==> src/rtl/picmem_arbiter.sv <==
// picmem_arbiter
//   Shares the single-port picture memory between the display read path and
//   a buffered pixel writer. Display reads always win the port and return
//   data one cycle later. Writes are queued in a small FIFO and drained into
//   cycles the display leaves free, optionally only during vertical blanking.
//
// Ports
//   clk_i, rst_ni          pixel clock, asynchronous active-low reset
//   frame_blank_i          vertical blanking indicator
//   tear_free_i            restrict drains to blanking when set
//   disp_rd_en_i/addr_i    display read request and address
//   disp_valid_o/data_o    display read result (data forced to 0 when invalid)
//   wr_valid_i/addr_i/data_i, wr_ready_o   writer handshake
//   mem_en_o/we_o/addr_o/wdata_o, mem_rdata_i   memory port
//   fifo_level_o           occupied write-buffer entries
//   wr_err_o               sticky: an out-of-range write was dropped
module picmem_arbiter #(
  parameter int ADDR_W     = 14,
  parameter int DATA_W     = 24,
  parameter int PIC_SIZE   = 10000,
  parameter int FIFO_DEPTH = 4,
  localparam int PTR_W     = $clog2(FIFO_DEPTH),
  localparam int LVL_W     = PTR_W + 1
) (
  input  logic              clk_i,
  input  logic              rst_ni,
  input  logic              frame_blank_i,
  input  logic              tear_free_i,
  input  logic              disp_rd_en_i,
  input  logic [ADDR_W-1:0] disp_addr_i,
  output logic              disp_valid_o,
  output logic [DATA_W-1:0] disp_data_o,
  input  logic              wr_valid_i,
  input  logic [ADDR_W-1:0] wr_addr_i,
  input  logic [DATA_W-1:0] wr_data_i,
  output logic              wr_ready_o,
  output logic              mem_en_o,
  output logic              mem_we_o,
  output logic [ADDR_W-1:0] mem_addr_o,
  output logic [DATA_W-1:0] mem_wdata_o,
  input  logic [DATA_W-1:0] mem_rdata_i,
  output logic [LVL_W-1:0]  fifo_level_o,
  output logic              wr_err_o
);

  typedef enum logic [1:0] {ST_IDLE, ST_PEND, ST_DRAIN} state_e;

  localparam logic [LVL_W-1:0]  LVL_FULL  = LVL_W'(FIFO_DEPTH);
  localparam logic [ADDR_W:0]   ADDR_LIMIT = (ADDR_W+1)'(PIC_SIZE);

  state_e             state_q, state_d;
  logic [ADDR_W-1:0]  addr_buf_q [FIFO_DEPTH];
  logic [DATA_W-1:0]  data_buf_q [FIFO_DEPTH];
  logic [PTR_W-1:0]   wr_ptr_q, rd_ptr_q;
  logic [LVL_W-1:0]   level_q, level_d;
  logic               ready_q, err_q, disp_valid_q;

  logic rd_req, write_window, grant, accept, in_range, push, pop;

  // The read strobe is gated with reset so the memory port goes quiet the
  // instant reset asserts, even if the display keeps requesting.
  assign rd_req       = disp_rd_en_i & rst_ni;
  assign write_window = ~tear_free_i | frame_blank_i;
  // IDLE is held exactly when the FIFO is empty, so the state alone tells
  // whether there is something to drain.
  assign grant        = (state_q != ST_IDLE) & ~rd_req & write_window;

  assign accept   = wr_valid_i & ready_q;
  assign in_range = {1'b0, wr_addr_i} < ADDR_LIMIT;
  assign push     = accept & in_range;
  assign pop      = grant;

  always_comb begin
    level_d = level_q;
    case ({push, pop})
      2'b10:   level_d = level_q + 1'b1;
      2'b01:   level_d = level_q - 1'b1;
      default: level_d = level_q;
    endcase
  end

  // Buffer storage needs no reset: occupancy is tracked by the pointers.
  always_ff @(posedge clk_i) begin
    if (push) begin
      addr_buf_q[wr_ptr_q] <= wr_addr_i;
      data_buf_q[wr_ptr_q] <= wr_data_i;
    end
  end

  // State register and the rest of the control state.
  always_ff @(posedge clk_i or negedge rst_ni) begin
    if (!rst_ni) begin
      state_q      <= ST_IDLE;
      wr_ptr_q     <= '0;
      rd_ptr_q     <= '0;
      level_q      <= '0;
      ready_q      <= 1'b0;
      err_q        <= 1'b0;
      disp_valid_q <= 1'b0;
    end else begin
      state_q      <= state_d;
      if (push) wr_ptr_q <= wr_ptr_q + 1'b1;
      if (pop)  rd_ptr_q <= rd_ptr_q + 1'b1;
      level_q      <= level_d;
      // Registered so a pop out of a full FIFO reopens the writer one cycle
      // later rather than through a combinational path.
      ready_q      <= (level_d != LVL_FULL);
      err_q        <= err_q | (accept & ~in_range);
      disp_valid_q <= disp_rd_en_i;
    end
  end

  // Next-state logic.
  always_comb begin
    state_d = state_q;
    case (state_q)
      ST_IDLE:  state_d = push ? ST_PEND : ST_IDLE;
      ST_PEND,
      ST_DRAIN: begin
        if (level_d == '0)  state_d = ST_IDLE;
        else if (grant)     state_d = ST_DRAIN;
        else                state_d = ST_PEND;
      end
      default:  state_d = ST_IDLE;
    endcase
  end

  // Output logic: memory port.
  always_comb begin
    mem_en_o    = 1'b0;
    mem_we_o    = 1'b0;
    mem_addr_o  = '0;
    mem_wdata_o = '0;
    if (rd_req) begin
      mem_en_o   = 1'b1;
      mem_addr_o = disp_addr_i;
    end else if (grant) begin
      mem_en_o    = 1'b1;
      mem_we_o    = 1'b1;
      mem_addr_o  = addr_buf_q[rd_ptr_q];
      mem_wdata_o = data_buf_q[rd_ptr_q];
    end
  end

  assign disp_valid_o = disp_valid_q;
  assign disp_data_o  = disp_valid_q ? mem_rdata_i : '0;
  assign wr_ready_o   = ready_q;
  assign fifo_level_o = level_q;
  assign wr_err_o     = err_q;

endmodule

==> config.mk <==
export PLATFORM = sky130hd
export DESIGN_NAME = picmem_arbiter
export DESIGN_NICKNAME = d
export VERILOG_FILES = /design/src/rtl/picmem_arbiter.sv
export SDC_FILE = /design/constraint.sdc
export NUM_CORES = 1
export LEC_CHECK = 0
export CAP_MARGIN = 20
export CELL_PAD_IN_SITES_DETAIL_PLACEMENT = 0
export CELL_PAD_IN_SITES_GLOBAL_PLACEMENT = 1
export CORE_ASPECT_RATIO = 1.4
export CORE_MARGIN = 8
export CORE_UTILIZATION = 28
export DETAILED_ROUTE_END_ITERATION = 10
export GPL_TIMING_DRIVEN = 0
export PLACE_DENSITY = 0.56
export SYNTH_ARGS = -nofsm -noshare
export SYNTH_HDL_FRONTEND = slang
export SYNTH_SLANG_ARGS = --single-unit
==> constraint.sdc <==
create_clock -name clk_i -period 3.55 [get_ports clk_i]
set_input_delay 0.5325 -clock clk_i [delete_from_list [all_inputs] [get_ports clk_i]]
set_output_delay 0.5325 -clock clk_i [all_outputs]
set_load 0.05 [all_outputs]
# Word-level counts from Yosys, hierarchy flattened
# Memories as Yosys holds them, arrays and structs flattened.
# Cells that the tools add are included.
# word_totals
word_cells	49
output_inout_bits	70
ff_bits	12
mem_count	2
in_bits	82
ramBits	152
# classes
eq_ne	5
addsub	4
bitwise_logic	11
order_cmp	1
n_reduce_logical	4
muxes	15
# memory_table
name	words	width	read_ports	rd_clocked_by_memory_dff	write_ports	line	source
data_buf_q	4	24	1	0	1	53	logic [DATA_W-1:0] data_buf_q [FIFO_DEPTH];
addr_buf_q	4	14	1	0	1	52	logic [ADDR_W-1:0] addr_buf_q [FIFO_DEPTH];
# op_table
op	count
24-bit two-way mux	3
14-bit two-way mux	2
14-bit < comparator, second input constant	1
1-bit AND	6
1-bit two-way mux	6
3-bit one-hot mux with 2 select lines	1
2-bit by 1-bit adder with 2-bit output, second input constant	2
2-bit by 1-bit equality test with 1-bit output, second input constant	2
2-bit equality test, second input constant	2
2-bit two-way mux	2
2-bit one-hot mux with 2 select lines	1
3-bit by 1-bit adder with 3-bit output, second input constant	1
3-bit zero test	1
3-bit != test, second input constant	1
1-bit inverter	3
3-bit by 1-bit subtractor with 3-bit output, second input constant	1
2-bit zero test	1
1-bit OR	2
2-bit nonzero test	1
2-bit OR reduction	1

# Longest topological paths before layout
# depth
depth_word	9
mapped_depth	12
mapped_depth_nobuf	10

# Worst setup path before layout
# No wires, ideal clock.
# synth_timing
path_kind	input-to-reg
start	input disp_rd_en_i
end	register state_q[0]
stages	12
setup_ps	122
required_ps	3428
arrival_time_ps	2586
n_path_buf	3
slack_ps	842
path_cell_list	and2_4 > buf_6 > or3_1 > buf_6 > clkinv_4 > buf_4 > ha_1 > fa_1 > nor3b_1 > o32ai_1 > nor2_1 > o2bb2ai_1
# synth_between
elab_chain_len	9
word_cells_on_any_way	11
classes_between	eq/ne (2); mux (4); bitwise (4); reduce/logical (1)
# synth_rtl
item	line	source
start: declaration	29	input logic disp_rd_en_i,
1-bit AND *	62	assign rd_req = disp_rd_en_i & rst_ni;
1-bit inverter *	66	assign grant = (state_q != ST_IDLE) & ~rd_req & write_window;
1-bit AND * (2 in a row)	66	
2-bit by 1-bit equality test with 1-bit output or 2-bit equality test (tied branches)	75	case ({push, pop})
3-bit one-hot mux with 2 select lines	75	
3-bit zero test	120	if (level_d == '0) state_d = ST_IDLE;
2-bit two-way mux *	120	
2-bit one-hot mux with 2 select lines *	116	case (state_q)
net state_d[0]	51	state_e state_q, state_d;
end signal: assignment	101	state_q <= state_d;
end: declaration	51	
# Mark *: on every way through the listed nets, which the timed path passes. The rest lies on a longest branch.
# A chain may end at the register's enable or synchronous reset.

# Worst setup path after layout
# layout_timing
start	input rst_ni
end	output mem_wdata_o[21]
# layout_between
elab_chain_len	6
# layout_rtl
item	line	source
start: declaration	26	input logic rst_ni,
1-bit AND *	62	
1-bit inverter	66	
1-bit AND (2 in a row)	66	
24-bit two-way mux	137	end else if (grant) begin
24-bit two-way mux *	134	if (rd_req) begin
end: declaration	40	output logic [DATA_W-1:0] mem_wdata_o,
# Mark *: on every way between the ends. The rest lies on a longest branch, timed or not.

==> reports/results.tsv <==
stage	metric	value	unit
status	status	complete, no violations	
sta	report.final.hold_viol_count	0	
critical_path	cp-end-kind	output pin	
detailed_routing	detail_route.iter0.violations	143	
detailed_routing	postRouteAntennaNets	0	
synthesis	ys_top_cells_by_area	sky130_fd_sc_hd__edfxtp_1 (68%), sky130_fd_sc_hd__mux4_2 (13%), sky130_fd_sc_hd__and2_1 (4.9%), sky130_fd_sc_hd__dfrtp_1 (4.5%), sky130_fd_sc_hd__a22o_1 (1.8%)	
sta	final-setup-viol-count	0	
placed_design	place_hpwl	11500	um
cts	clock_insertion_delay_worst_skew	0.42	ns
floorplanning	io_pins	152	
floorplanning	core_area	23700	um2
placed_design	place.gp.congestion	0.724	
synthesis	largest_family_of_logic_cells_by_synthesized_area	multiplexers	
grt	grt_antenna_before_repair	1	
synthesis	synth_fp_nets	425	
sta	post-route-period-util	94.5	%
critical_path	worstSetupStartpoint	rst_ni	
critical_path	r2r_slack	0.69	ns
power	clkPwrFrac	27.1	%
synthesis	synth_enable_flop_cells	152	
grt	global_route_wire_length_before_repair	24900	um
grt	met1_track_usage_gr	12.4	%
sta	fmax	298	MHz
min_path	hp-class	input port to async pin	
synthesis	post_synth_xor_area_fraction	0.766	%
sta	finalMaxSlewViolations	0	
floorplanning	placementRows	67	
cts	cell_at_the_root_of_the_clock_tree	sky130_fd_sc_hd__clkbuf_16	
floorplanning	die_area	29200	um2
cts	clock_sinks	164	
cells_and_area	layout.nets	599	
power	leakage	3.25	nW
placed_design	portBuffers	151	
cells_and_area	filler_cell_count	2194	
detailed_routing	wl_per_cell	19.7	um
synthesis	ys.warnings.count	0	
power	power_switching	2.39	mW
grt	grt_max_degree	21	
critical_path	crit_fanout	13	
cells_and_area	syn_to_final_growth	38.0	%
synthesis	synth_top_area_share	68.2	%
sta	clock-skew-final	0.0110	ns
grt	globalRouteTotalUtil	11.5	%
power	pwr-share-comb	37.3	%
synthesis	synth.avg_cell_area	20.0	um2
cells_and_area	layout_cell_share_with_drive_strength_beyond_1	18.4	%
sta	slew_headroom	46.4	%
critical_path	crit_required	3.02	ns
floorplanning	die_width	147	um
cts	cts_tree	built	
grt	groute.layer.met2.usage	20.7	%
power	p_per_area	755	nW/um2
grt	global_route.usage.met3	3.85	%
grt	vias_in_the_first_global_route	4196	
power	netSwitchingFraction	34.3	%
synthesis	synth_most_common_cell	sky130_fd_sc_hd__edfxtp_1	
critical_path	cp_cell_sequence	dlygate4sd2_1, and2_4, buf_6, or3_1, buf_6, clkinv_4, buf_4, and2_1, dlygate4sd2_1	
detailed_routing	route.final.wire_length	16400	um
floorplanning	die_h	199	um
synthesis	synth.lib_cells_used.distinct	38	
power	p_total	6.97	mW
grt	grt-ovfl-total	0	
power	power.internal	4.58	mW
detailed_routing	via_count	3697	
cts	cts_buffers	17	
detailed_routing	drc	0	
detailed_routing	drt-vias-per-instance	4.44	
detailed_routing	detailed_routing_iteration_count_for_the_pre_antenna_repair_pass	4	
synthesis	synth.top_cells.by_count	sky130_fd_sc_hd__edfxtp_1 (152), sky130_fd_sc_hd__and2_1 (52), sky130_fd_sc_hd__mux4_2 (38)	
critical_path	worst-endpoint-arrival	2.82	ns
critical_path	worstReg2RegStart	state_q[0]	
critical_path	worstPathBufferInverterCount	6	
critical_path	critPathLaunchType	input port	
synthesis	synth_compound_gate_area_share	2.99	%
synthesis	synthesis.area	6690	um2
cells_and_area	num_antenna_cells	0	
cts	cts_setup_buffers	0	
critical_path	path_delay_family	buffers and inverters	
critical_path	critical-path-max-stage-delay	0.54	ns
synthesis	seq_area_frac_synth	72.7	%
flow_run	max_cap_viol_count	0	
sta	grt_setup_unrepaired	false	
cts	cts_max_level	4	
synthesis	synth_top_cell_by_area	sky130_fd_sc_hd__edfxtp_1	
critical_path	critical_path_class	input port to output pin	
synthesis	synth_ff_type	sky130_fd_sc_hd__edfxtp_1	
sta	fin_tns_setup	0	ns
power	vdd_ir_drop_max	0.297	mV
sta	worst_pin_slew	0.803	ns
synthesis	ys_async_sr_fraction	7.32	%
synthesis	yosys.area_share.simple	6.52	%
floorplanning	initial_utilization	28.2	%
power	sequentialPowerShare	35.6	%
synthesis	synth_fa_ha_area_share	1.61	%
cts	clock_path_buffers	2	
synthesis	syn-instance-count	335	
synthesis	postSynthRegisterBits	164	
cts	clkTransAtPathRegs	0.07	ns
synthesis	synth_mux_area_share	13.1	%
sta	final_period_minus_worst_setup_slack	3.36	ns
grt	top_usage_layer	met2	
critical_path	critPathSlowestCell	sky130_fd_sc_hd__dlygate4sd2_1	
layout by cell type, fill, tap and decap left out, types with 2 or more instances in the layout:
cell	Yosys	final
sky130_fd_sc_hd__mux2_2	2	2
sky130_fd_sc_hd__dfrtp_1	12	12
sky130_fd_sc_hd__ha_1	7	7
sky130_fd_sc_hd__buf_4	4	4
sky130_fd_sc_hd__nor2_1	3	3
sky130_fd_sc_hd__clkdlybuf4s50_1	0	112
sky130_fd_sc_hd__a22o_1	14	14
sky130_fd_sc_hd__nor2b_1	2	2
sky130_fd_sc_hd__clkbuf_16	0	17
sky130_fd_sc_hd__mux4_2	38	38
sky130_fd_sc_hd__o21bai_1	2	2
sky130_fd_sc_hd__nor3b_1	2	2
sky130_fd_sc_hd__buf_2	4	4
sky130_fd_sc_hd__clkinv_4	1	3
sky130_fd_sc_hd__clkbuf_1	7	9
sky130_fd_sc_hd__inv_6	0	2
sky130_fd_sc_hd__buf_6	2	2
sky130_fd_sc_hd__and2_1	52	48
sky130_fd_sc_hd__buf_12	1	5
sky130_fd_sc_hd__clkinvlp_4	0	2
sky130_fd_sc_hd__o21a_1	2	2
sky130_fd_sc_hd__dlygate4sd2_1	0	39
sky130_fd_sc_hd__bufinv_16	0	3
sky130_fd_sc_hd__clkbuf_8	0	2
sky130_fd_sc_hd__xnor2_1	4	4
sky130_fd_sc_hd__edfxtp_1	152	152
sky130_fd_sc_hd__and2_2	0	4
sky130_fd_sc_hd__inv_1	6	6
cell type report:
| class | count | area (um2) | share of cell area [%] |
|---|---|---|---|
| multi-input cells | 145 | 1680 | 18.2 |
| repair buffers | 155 | 1540 | 16.7 |
| plain buffers | 19 | 124 | 1.34 |
| clock buffers | 22 | 464 | 5.02 |
| inverters | 7 | 31.3 | 0.339 |
| flip-flops and latches | 164 | 4860 | 52.7 |
| well taps | 310 | 388 | 4.20 |
| clock inverters | 10 | 145 | 1.57 |
sequential cells by signal, summed over array words and instances, names as in the netlist:
signal and count:
fifo_level_o 3, state_q 2, data_buf_q 96, rd_ptr_q 2, wr_ready_o 1, disp_valid_o 1
addr_buf_q 56, wr_err_o 1, wr_ptr_q 2
timing repair:
item                                    4_1_cts  5_1_grt
endpoints found under the setup margin       42        0
hold buffers                                  0        0
gates resized for setup                      40        0
endpoints found under the hold margin         0        0
kinds of logic after synthesis:
group | count (synthesis)
AO/OA/AOI/OAI | 24
multiplexers | 40
flip-flops | 164
adder cells (fa/ha/maj) | 8
AND/OR/NAND/NOR | 68
XOR/XNOR | 5
buffers and inverters | 26
metal layers:
metal,vias up,part of all wire (%)
met1,1878,39
met5,-,0.049
met2,129,52
met4,2,1.5
li1,1676,-
met3,12,7.0
power groups by stage:
stage                     Combinational, mW  Sequential, mW  Clock, mW
final                                  2.60            2.48       1.89
after global routing                   2.80            2.50       2.01
after global placement                 2.73            2.52          0
after CTS                              2.69            2.48       1.93
after floorplan                        1.80            2.57          0
after detailed placement               2.79            2.52          0
per-stage QoR:
step / std cells / setup slack (ns) / hold slack, ns / utilization, % / instance area [um2]
final: 832 / 0.195 / 0.219 / 38.9 / 9240
after global routing: 832 / 0.0228 / 0.254 / 38.9 / 9240
after CTS: 832 / 0.0795 / 0.233 / 38.9 / 9240
after detailed placement: 800 / -0.613 / 0.481 / 36.6 / 8680
after global placement: 796 / -0.617 / 0.464 / 36.2 / 8590
after floorplan: 335 / 0.842 / 0.237 / - / 6690
worst paths after layout:
| kind | end | depth (start not counted) |
|---|---|---|
| max | mem_wdata_o[21] | 9 |
| min | wr_ready_o | 1 |
| max reg2reg | state_q[1] | 12 |
| min reg2reg | wr_err_o | 1 |
| max in group asynchronous | rd_ptr_q[0] | 1 |
| min in group clk_i | wr_err_o | 1 |
Power figures use the tool's default switching activity.
